File: src/rtl/mem_port_arbiter_if.sv
// mem_port_arbiter_if: IF/MEM requester ports, shared memory port and stall/err outputs of the arbiter.
interface mem_port_arbiter_if #(
  parameter int ADDR_W = 32,
  parameter int DATA_W = 32
);
  logic              if_req;
  logic [ADDR_W-1:0] if_addr;
  logic [DATA_W-1:0] if_rdata;
  logic              if_ack;
  logic              dm_req;
  logic              dm_we;
  logic [ADDR_W-1:0] dm_addr;
  logic [DATA_W-1:0] dm_wdata;
  logic [DATA_W-1:0] dm_rdata;
  logic              dm_ack;
  logic              mem_req;
  logic              mem_we;
  logic [ADDR_W-1:0] mem_addr;
  logic [DATA_W-1:0] mem_wdata;
  logic [DATA_W-1:0] mem_rdata;
  logic              mem_ready;
  logic              stall_if;
  logic              stall_dm;
  logic              err;
  modport slave (
    input  if_req, if_addr, dm_req, dm_we, dm_addr, dm_wdata, mem_rdata, mem_ready,
    output if_rdata, if_ack, dm_rdata, dm_ack, mem_req, mem_we, mem_addr, mem_wdata,
           stall_if, stall_dm, err
  );
  modport master (
    output if_req, if_addr, dm_req, dm_we, dm_addr, dm_wdata, mem_rdata, mem_ready,
    input  if_rdata, if_ack, dm_rdata, dm_ack, mem_req, mem_we, mem_addr, mem_wdata,
           stall_if, stall_dm, err
  );
endinterface

File: src/rtl/mem_port_arbiter.sv
// mem_port_arbiter: MEM-priority arbiter serialising IF and MEM stage accesses onto one memory port.
// Define ARB_TIMEOUT_EN to add a busy-cycle watchdog that aborts the access and pulses err.
module mem_port_arbiter #(
  parameter int ADDR_W  = 32,
  parameter int DATA_W  = 32,
  parameter int TIMEOUT = 255
) (
  input logic clk,
  input logic rst,
  mem_port_arbiter_if.slave bus
);
  typedef enum logic [1:0] {IDLE, IF_BUSY, DM_BUSY, DONE} state_t;
  state_t state, state_n;
  logic busy, finish, timeout;
  logic mem_req, mem_we, if_ack, dm_ack, err;
  logic [ADDR_W-1:0] mem_addr;
  logic [DATA_W-1:0] mem_wdata, if_rdata, dm_rdata;
  assign busy   = state == IF_BUSY || state == DM_BUSY;
  assign finish = busy && (bus.mem_ready || timeout);
`ifdef ARB_TIMEOUT_EN
  localparam int CNT_W = $clog2(TIMEOUT + 1) > 8 ? $clog2(TIMEOUT + 1) : 8;
  logic [CNT_W-1:0] cnt;
  assign timeout = busy && !bus.mem_ready && cnt == CNT_W'(TIMEOUT - 1);
  // counter sits at zero in IDLE, so every grant starts a fresh window
  always_ff @(posedge clk or posedge rst)
    if (rst) begin
      cnt <= '0;
      err <= 1'b0;
    end else begin
      cnt <= state == IDLE ? '0 : busy ? cnt + 1'b1 : cnt;
      err <= timeout;
    end
`else
  assign timeout = 1'b0;
  assign err     = 1'b0;
`endif
  always_ff @(posedge clk or posedge rst)
    if (rst) state <= IDLE;
    else     state <= state_n;
  always_comb begin
    state_n = state;
    state_n = state == IDLE ? (bus.dm_req ? DM_BUSY : bus.if_req ? IF_BUSY : IDLE)
            : state == DONE ? IDLE
            : finish        ? DONE : state;
  end
  always_ff @(posedge clk or posedge rst)
    if (rst) begin
      mem_req   <= 1'b0;
      mem_we    <= 1'b0;
      mem_addr  <= '0;
      mem_wdata <= '0;
      if_rdata  <= '0;
      dm_rdata  <= '0;
      if_ack    <= 1'b0;
      dm_ack    <= 1'b0;
    end else begin
      if_ack <= finish && state == IF_BUSY;
      dm_ack <= finish && state == DM_BUSY;
      if (state == IDLE && (bus.dm_req || bus.if_req)) begin
        mem_req  <= 1'b1;
        mem_we   <= bus.dm_req && bus.dm_we;
        mem_addr <= bus.dm_req ? bus.dm_addr : bus.if_addr;
        if (bus.dm_req) mem_wdata <= bus.dm_wdata;
      end
      if (finish) mem_req <= 1'b0;
      if (finish && state == IF_BUSY) if_rdata <= timeout ? '0 : bus.mem_rdata;
      // stores leave the load data register untouched
      if (finish && state == DM_BUSY && !mem_we) dm_rdata <= timeout ? '0 : bus.mem_rdata;
    end
  assign bus.mem_req   = mem_req;
  assign bus.mem_we    = mem_we;
  assign bus.mem_addr  = mem_addr;
  assign bus.mem_wdata = mem_wdata;
  assign bus.if_rdata  = if_rdata;
  assign bus.dm_rdata  = dm_rdata;
  assign bus.if_ack    = if_ack;
  assign bus.dm_ack    = dm_ack;
  assign bus.err       = err;
  assign bus.stall_if  = bus.if_req & ~if_ack;
  assign bus.stall_dm  = bus.dm_req & ~dm_ack;
endmodule

File: src/flat_wrapper.sv
// flat-port wrapper written by rule: the top's interface ports become plain ports
module mem_port_arbiter_flat 
#(
  parameter int ADDR_W  = 32,
  parameter int DATA_W  = 32,
  parameter int TIMEOUT = 255
)
  (clk, rst, bus_if_req, bus_if_addr, bus_dm_req, bus_dm_we, bus_dm_addr, bus_dm_wdata, bus_mem_rdata, bus_mem_ready, bus_if_rdata, bus_if_ack, bus_dm_rdata, bus_dm_ack, bus_mem_req, bus_mem_we, bus_mem_addr, bus_mem_wdata, bus_stall_if, bus_stall_dm, bus_err);
  mem_port_arbiter_if #(.ADDR_W(ADDR_W), .DATA_W(DATA_W)) bus_i ();
  input logic clk;
  input logic rst;
  input wire logic [$bits(bus_i.if_req)-1:0] bus_if_req;
  input wire logic [$bits(bus_i.if_addr)-1:0] bus_if_addr;
  input wire logic [$bits(bus_i.dm_req)-1:0] bus_dm_req;
  input wire logic [$bits(bus_i.dm_we)-1:0] bus_dm_we;
  input wire logic [$bits(bus_i.dm_addr)-1:0] bus_dm_addr;
  input wire logic [$bits(bus_i.dm_wdata)-1:0] bus_dm_wdata;
  input wire logic [$bits(bus_i.mem_rdata)-1:0] bus_mem_rdata;
  input wire logic [$bits(bus_i.mem_ready)-1:0] bus_mem_ready;
  output wire logic [$bits(bus_i.if_rdata)-1:0] bus_if_rdata;
  output wire logic [$bits(bus_i.if_ack)-1:0] bus_if_ack;
  output wire logic [$bits(bus_i.dm_rdata)-1:0] bus_dm_rdata;
  output wire logic [$bits(bus_i.dm_ack)-1:0] bus_dm_ack;
  output wire logic [$bits(bus_i.mem_req)-1:0] bus_mem_req;
  output wire logic [$bits(bus_i.mem_we)-1:0] bus_mem_we;
  output wire logic [$bits(bus_i.mem_addr)-1:0] bus_mem_addr;
  output wire logic [$bits(bus_i.mem_wdata)-1:0] bus_mem_wdata;
  output wire logic [$bits(bus_i.stall_if)-1:0] bus_stall_if;
  output wire logic [$bits(bus_i.stall_dm)-1:0] bus_stall_dm;
  output wire logic [$bits(bus_i.err)-1:0] bus_err;
  assign bus_i.if_req = bus_if_req;
  assign bus_i.if_addr = bus_if_addr;
  assign bus_i.dm_req = bus_dm_req;
  assign bus_i.dm_we = bus_dm_we;
  assign bus_i.dm_addr = bus_dm_addr;
  assign bus_i.dm_wdata = bus_dm_wdata;
  assign bus_i.mem_rdata = bus_mem_rdata;
  assign bus_i.mem_ready = bus_mem_ready;
  assign bus_if_rdata = bus_i.if_rdata;
  assign bus_if_ack = bus_i.if_ack;
  assign bus_dm_rdata = bus_i.dm_rdata;
  assign bus_dm_ack = bus_i.dm_ack;
  assign bus_mem_req = bus_i.mem_req;
  assign bus_mem_we = bus_i.mem_we;
  assign bus_mem_addr = bus_i.mem_addr;
  assign bus_mem_wdata = bus_i.mem_wdata;
  assign bus_stall_if = bus_i.stall_if;
  assign bus_stall_dm = bus_i.stall_dm;
  assign bus_err = bus_i.err;
  mem_port_arbiter #(.ADDR_W(ADDR_W), .DATA_W(DATA_W), .TIMEOUT(TIMEOUT)) u_core (.clk(clk), .rst(rst), .bus(bus_i));
endmodule
File: config.mk
export PLATFORM = sky130hd
export DESIGN_NAME = mem_port_arbiter_flat
export DESIGN_NICKNAME = d
export VERILOG_FILES = /design/src/rtl/mem_port_arbiter_if.sv /design/src/rtl/mem_port_arbiter.sv /design/src/flat_wrapper.sv
export SDC_FILE = /design/constraint.sdc
export NUM_CORES = 1
export LEC_CHECK = 0
export BUFFER_PORTS_ARGS = -buffer_cell sky130_fd_sc_hd__buf_2
export CORE_UTILIZATION = 46
export CTS_CLUSTER_SIZE = 25
export DETAILED_ROUTE_END_ITERATION = 6
export HOLD_SLACK_MARGIN = 0.03
export PLACE_DENSITY = 0.79
export SLEW_MARGIN = 20
export SYNTH_ARGS = -nofsm -noshare
export SYNTH_HDL_FRONTEND = slang
export SYNTH_SLANG_ARGS = --single-unit
File: constraint.sdc
create_clock -name clk -period 4 [get_ports clk]
set_input_delay 0 -clock clk [delete_from_list [all_inputs] [get_ports clk]]
set_output_delay 0 -clock clk [all_outputs]
set_load 0.03 [all_outputs]
**Word-level counts from Yosys, hierarchy flattened**

Index checks and enable logic that the tools add are counted.

- Flip-flop bits (word level): 134

- Equal/unequal tests: 3
- Multiplexer cells: 8
- Bitwise logic cells: 4
- Reductions and logical operators: 13

Operators by type and width:

| cell | number |
|---|---|
| 32-bit two-way mux | 1 |
| 2-bit two-way mux | 4 |
| 1-bit logical AND | 6 |
| 2-bit == test, second input constant | 2 |
| 1-bit two-way mux | 3 |
| 3-bit nonzero test | 1 |
| 1-bit AND | 2 |
| 2-bit by 1-bit == test with 1-bit output, second input constant | 1 |
| 2-bit zero test | 1 |
| 1-bit logical OR | 2 |
| 1-bit inverter | 2 |
| 2-bit AND reduction | 1 |
| 2-bit nonzero test | 1 |
| 1-bit zero test | 1 |

**Longest topological paths before layout**

- Depth in word-level cells: 6
- Mapped depth: 5

**Worst setup path after synthesis**

Ideal clock, no wire load.

- Path type: register to register
- Start point: register u_core.state[0]
- End point: register u_core.dm_rdata[12] (netlist: u_core.bus.dm_rdata[12])
- Data arrival time: 1.477 ns
- Required time: 3.875 ns
- Setup slack: 2.399 ns
- Stages on the path, launching flop included: 6
- Path buffers: 1
- Clock period less this slack: 1.601 ns
- Cells stage by stage: dfrtp_1 > inv_1 > ha_1 > nand4b_4 > buf_2 > mux2_2

- Cells in the longest elaborated chain, start to end: 5
- Elaborated cells between the ends (all ways): 6
- Those cells by class: 2 x eq/ne; 4 x reduce/logical

Ends and longest elaborated chain:

| item | line | RTL |
|---|---|---|
| start: declaration | mem_port_arbiter.sv:13 | `state_t state, state_n;` |
| start signal: assignment | mem_port_arbiter.sv:39 | `else state <= state_n;` |
| 2-bit by 1-bit == test with 1-bit output / 2-bit == test (equally long branches) | mem_port_arbiter.sv:18, mem_port_arbiter.sv:68 |  |
| 1-bit logical OR | mem_port_arbiter.sv:18 | `assign busy = state == IF_BUSY \|\| state == DM_BUSY;` |
| 1-bit logical AND | mem_port_arbiter.sv:19 | `assign finish = busy && (bus.mem_ready \|\| timeout);` |
| 1-bit logical AND * (2 in a row) | mem_port_arbiter.sv:68 | `if (finish && state == DM_BUSY && !mem_we) dm_rdata <= timeout ? '0 : bus.mem_rdata;` |
| end signal: assignment | mem_port_arbiter.sv:68 |  |
| end: declaration | mem_port_arbiter.sv:17 | `logic [DATA_W-1:0] mem_wdata, if_rdata, dm_rdata;` |

Every way passes the cells marked *; elsewhere a longest branch is shown, timed or not.
A chain may end at the register's enable or synchronous reset.

**Worst setup path in the final report**

- Start point: register u_core.state[1]
- End point: register u_core.dm_rdata[14] (netlist: u_core.bus.dm_rdata[14])

The elaborated chain is that of the path after synthesis.

==> out/qor.txt <==
Status: complete, no violations
Worst Hold Path EP: u_core.bus.dm_rdata[10]
Die Width: 112 um
CTS Buf Count: 17
Worst skew pair latency: 410 ps
Antenna Cells: 0
DP Worst Slack: 1840 ps
Fin crit period: 2080 ps
Worst VDD drop: 0.490 mV
Startpoint types: register
Worst Clk Skew: 4.39 ps
Max transition margin: 0.290
CTS max path bufs: 2
Routed WL: 16700 um
Worst Path Max Fanout: 32
Clock slew at reported path FFs: 60 ps
Endpoint class of the critical path: register
Hold path start: bus_mem_rdata[10]
Syn nets: 476
1st-iter DRT viols: 221
Cells on worst reg2reg path: 4
TNS Setup: 0 ps
Pins over their slew limit: 0
Post-Syn Area: 5600 sq um
CORE AREA: 11700 sq um
Crit path DAT: 2370 ps
Nets: 878
Buffers on Ports: 267
Post-route ant nets: 0
PwrDens: 828 nW/um^2
Post-cts sizing count: 0
Die height: 112 um
First-pass GRT wire length: 25200 um
Detail Placement HPWL: 9470 um
Reg2reg start: u_core.state[1]
Final Hold Fails: 0
Avg WL per Cell: 18.6 um
Largest net degree at the start of global routing: 112
Syn Inst Count: 338
CTS tree: yes
Reg-to-reg slack, setup: 1920 ps
Clock tree sinks: 134
Core Rows: 39
Root Driver: clkbuf_16
Hold path cells: 3
Number of global-route vias before repair: 5055
Vias/cell: 5.02
Synthesized area per cell: 16.6 sq um
R2R Path End: u_core.bus.dm_rdata[14]
Die area: 12600 sq um
Ratio of cells with drive above 1 in the final layout: 0.611
Maxcap violations: 0
Commonest non-fill, non-tap cells in the layout: 267 x buf_2, 134 x dfrtp_1, 132 x dlygate4sd3_1
RSZ-0062 raised after global routing: no
Gr usage total: 0.267
Register Area: 3350 sq um
Global route overflow: 0
Fillcell total: 668
Yosys reg bits: 134
CTS H-tree depth: 4
Setup Viol. Count Final: 0
DR DRC count: 0
Critical Path RT: 4290 ps
Setup CP Type: register to register
Lkg Pwr: 4.44 nW
Final Wtd Congestion: 0.768
I/O pin cnt: 269
Max Clock Freq: 0.481 GHz
Cell variety after synth: 22
HP Class: input port to register
Routed vias: 4502
Fin crit share: 0.520
Post-route setup slack: 1920 ps
Starting density of the core: 0.481
Initial antenna violation count: 0
Synthesis Warnings: 0
P&R area growth vs syn: 58.5%
TritonRoute pass-1 iters: 4
Register area share after synthesis: 0.598
Actual slew at the worst max-slew pin: 1060 ps
Area of the multi-input gates: 2090 sq um
Design Power: 7.35 mW
Commonest non-fill, non-tap cell in the layout: buf_2
## how the worst max path moves through the flow
stage                               start                       end  slack [ps]  depth (start not counted)
after global routing      u_core.state[1]   u_core.bus.dm_rdata[15]        1780                          4
after detailed placement       bus_dm_req  u_core.bus.mem_wdata[21]        1840                          3
final                     u_core.state[1]   u_core.bus.dm_rdata[14]        1920                          4
after CTS                 u_core.state[1]   u_core.bus.dm_rdata[11]        1890                          4
after global placement    u_core.state[0]   u_core.bus.dm_rdata[10]        1940                          4
after floorplan                       rst         u_core.bus.dm_ack         420                          1
## synthesized netlist by cell type
cell type,number,area share
dfrtp_1,134,0.60
mux2_2,128,0.26
mux2_4,27,0.072
buf_2,9,0.0080
buf_6,7,0.014
inv_1,5,0.0033
mux2_1,5,0.010
ha_1,4,0.0089
a31oi_1,2,0.0022
buf_4,2,0.0027
nand2_2,2,0.0022
nor2b_1,2,0.0022
nor3b_1,2,0.0027
a22oi_1,1,0.0013
a32o_1,1,0.0018
and3_1,1,0.0011
conb_1,1,0.00067
nand2b_1,1,0.0011
nand3b_1,1,0.0013
nand4b_4,1,0.0042
o21ai_4,1,0.0029
or2_2,1,0.0011
## layout make-up
class,instances,share of cell area
clock buffer,23,0.0549
clock inverter,9,0.00578
inverter,5,0.00268
multi-input combinational,181,0.236
sequential,134,0.378
tap,143,0.0201
timing repair buffer,401,0.303
## registers in the layout, summed over array words and instances (netlist names)
signal	count
u_core.bus.dm_ack	1
u_core.bus.dm_rdata	32
u_core.bus.if_ack	1
u_core.bus.if_rdata	32
u_core.bus.mem_addr	32
u_core.bus.mem_req	1
u_core.bus.mem_wdata	32
u_core.bus.mem_we	1
u_core.state	2
## where the power goes
group          total [mW]  leakage (nW)  internal [mW]  switching, mW
clock network        1.40         0.272          0.850          0.548
registers            2.42          1.60           2.05          0.370
logic                3.54          2.57           1.31           2.23
total                7.35          4.44           4.21           3.14
## routing by layer
layer | vias to the layer above | routed length, um | global-route usage
met4 | 0 | 850 | 0.170
met3 | 62 | 930 | 0.0643
li1 | 2015 | - | -
met5 | - | 0 | 0
met1 | 2203 | 5720 | 0.260
met2 | 222 | 9200 | 0.505
## per-stage QoR
stage | hold WS [ps] | utilization | instances | area, sq um
after global routing | 336 | 0.762 | 896 | 8880
final | 344 | 0.762 | 896 | 8880
after detailed placement | 236 | 0.600 | 731 | 6990
after CTS | 335 | 0.759 | 895 | 8850
after floorplan | 132 | - | 338 | 5600
after global placement | 224 | 0.600 | 731 | 6990
## worst max-delay path: stages (launching register included)
cell and delay, ps:
dfrtp_1 400, inv_1 80, ha_1 400, nand4b_4 540
mux2_1 520
## kinds of logic (layout without fill, tap and decap cells)
| group | Yosys count | count (layout) | share of synthesized area |
|---|---|---|---|
| and+or+nand+nor | 11 | 11 | 0.0161 |
| adders and majority gates | 4 | 4 | 0.00893 |
| muxes | 160 | 160 | 0.340 |
| other | 1 | 1 | 0.000669 |
| DFF | 134 | 134 | 0.598 |
| AOI/OAI and AO/OA | 5 | 5 | 0.00826 |
| buffers and inverters | 23 | 438 | 0.0281 |
## repair_timing
item | 4_1_cts | 5_1_grt
hold buffers | 132 | 0
endpoints found under the hold margin | 243 | 0
buffers inserted | 0 | 0
Note: power is estimated with default switching activity, not from simulation.
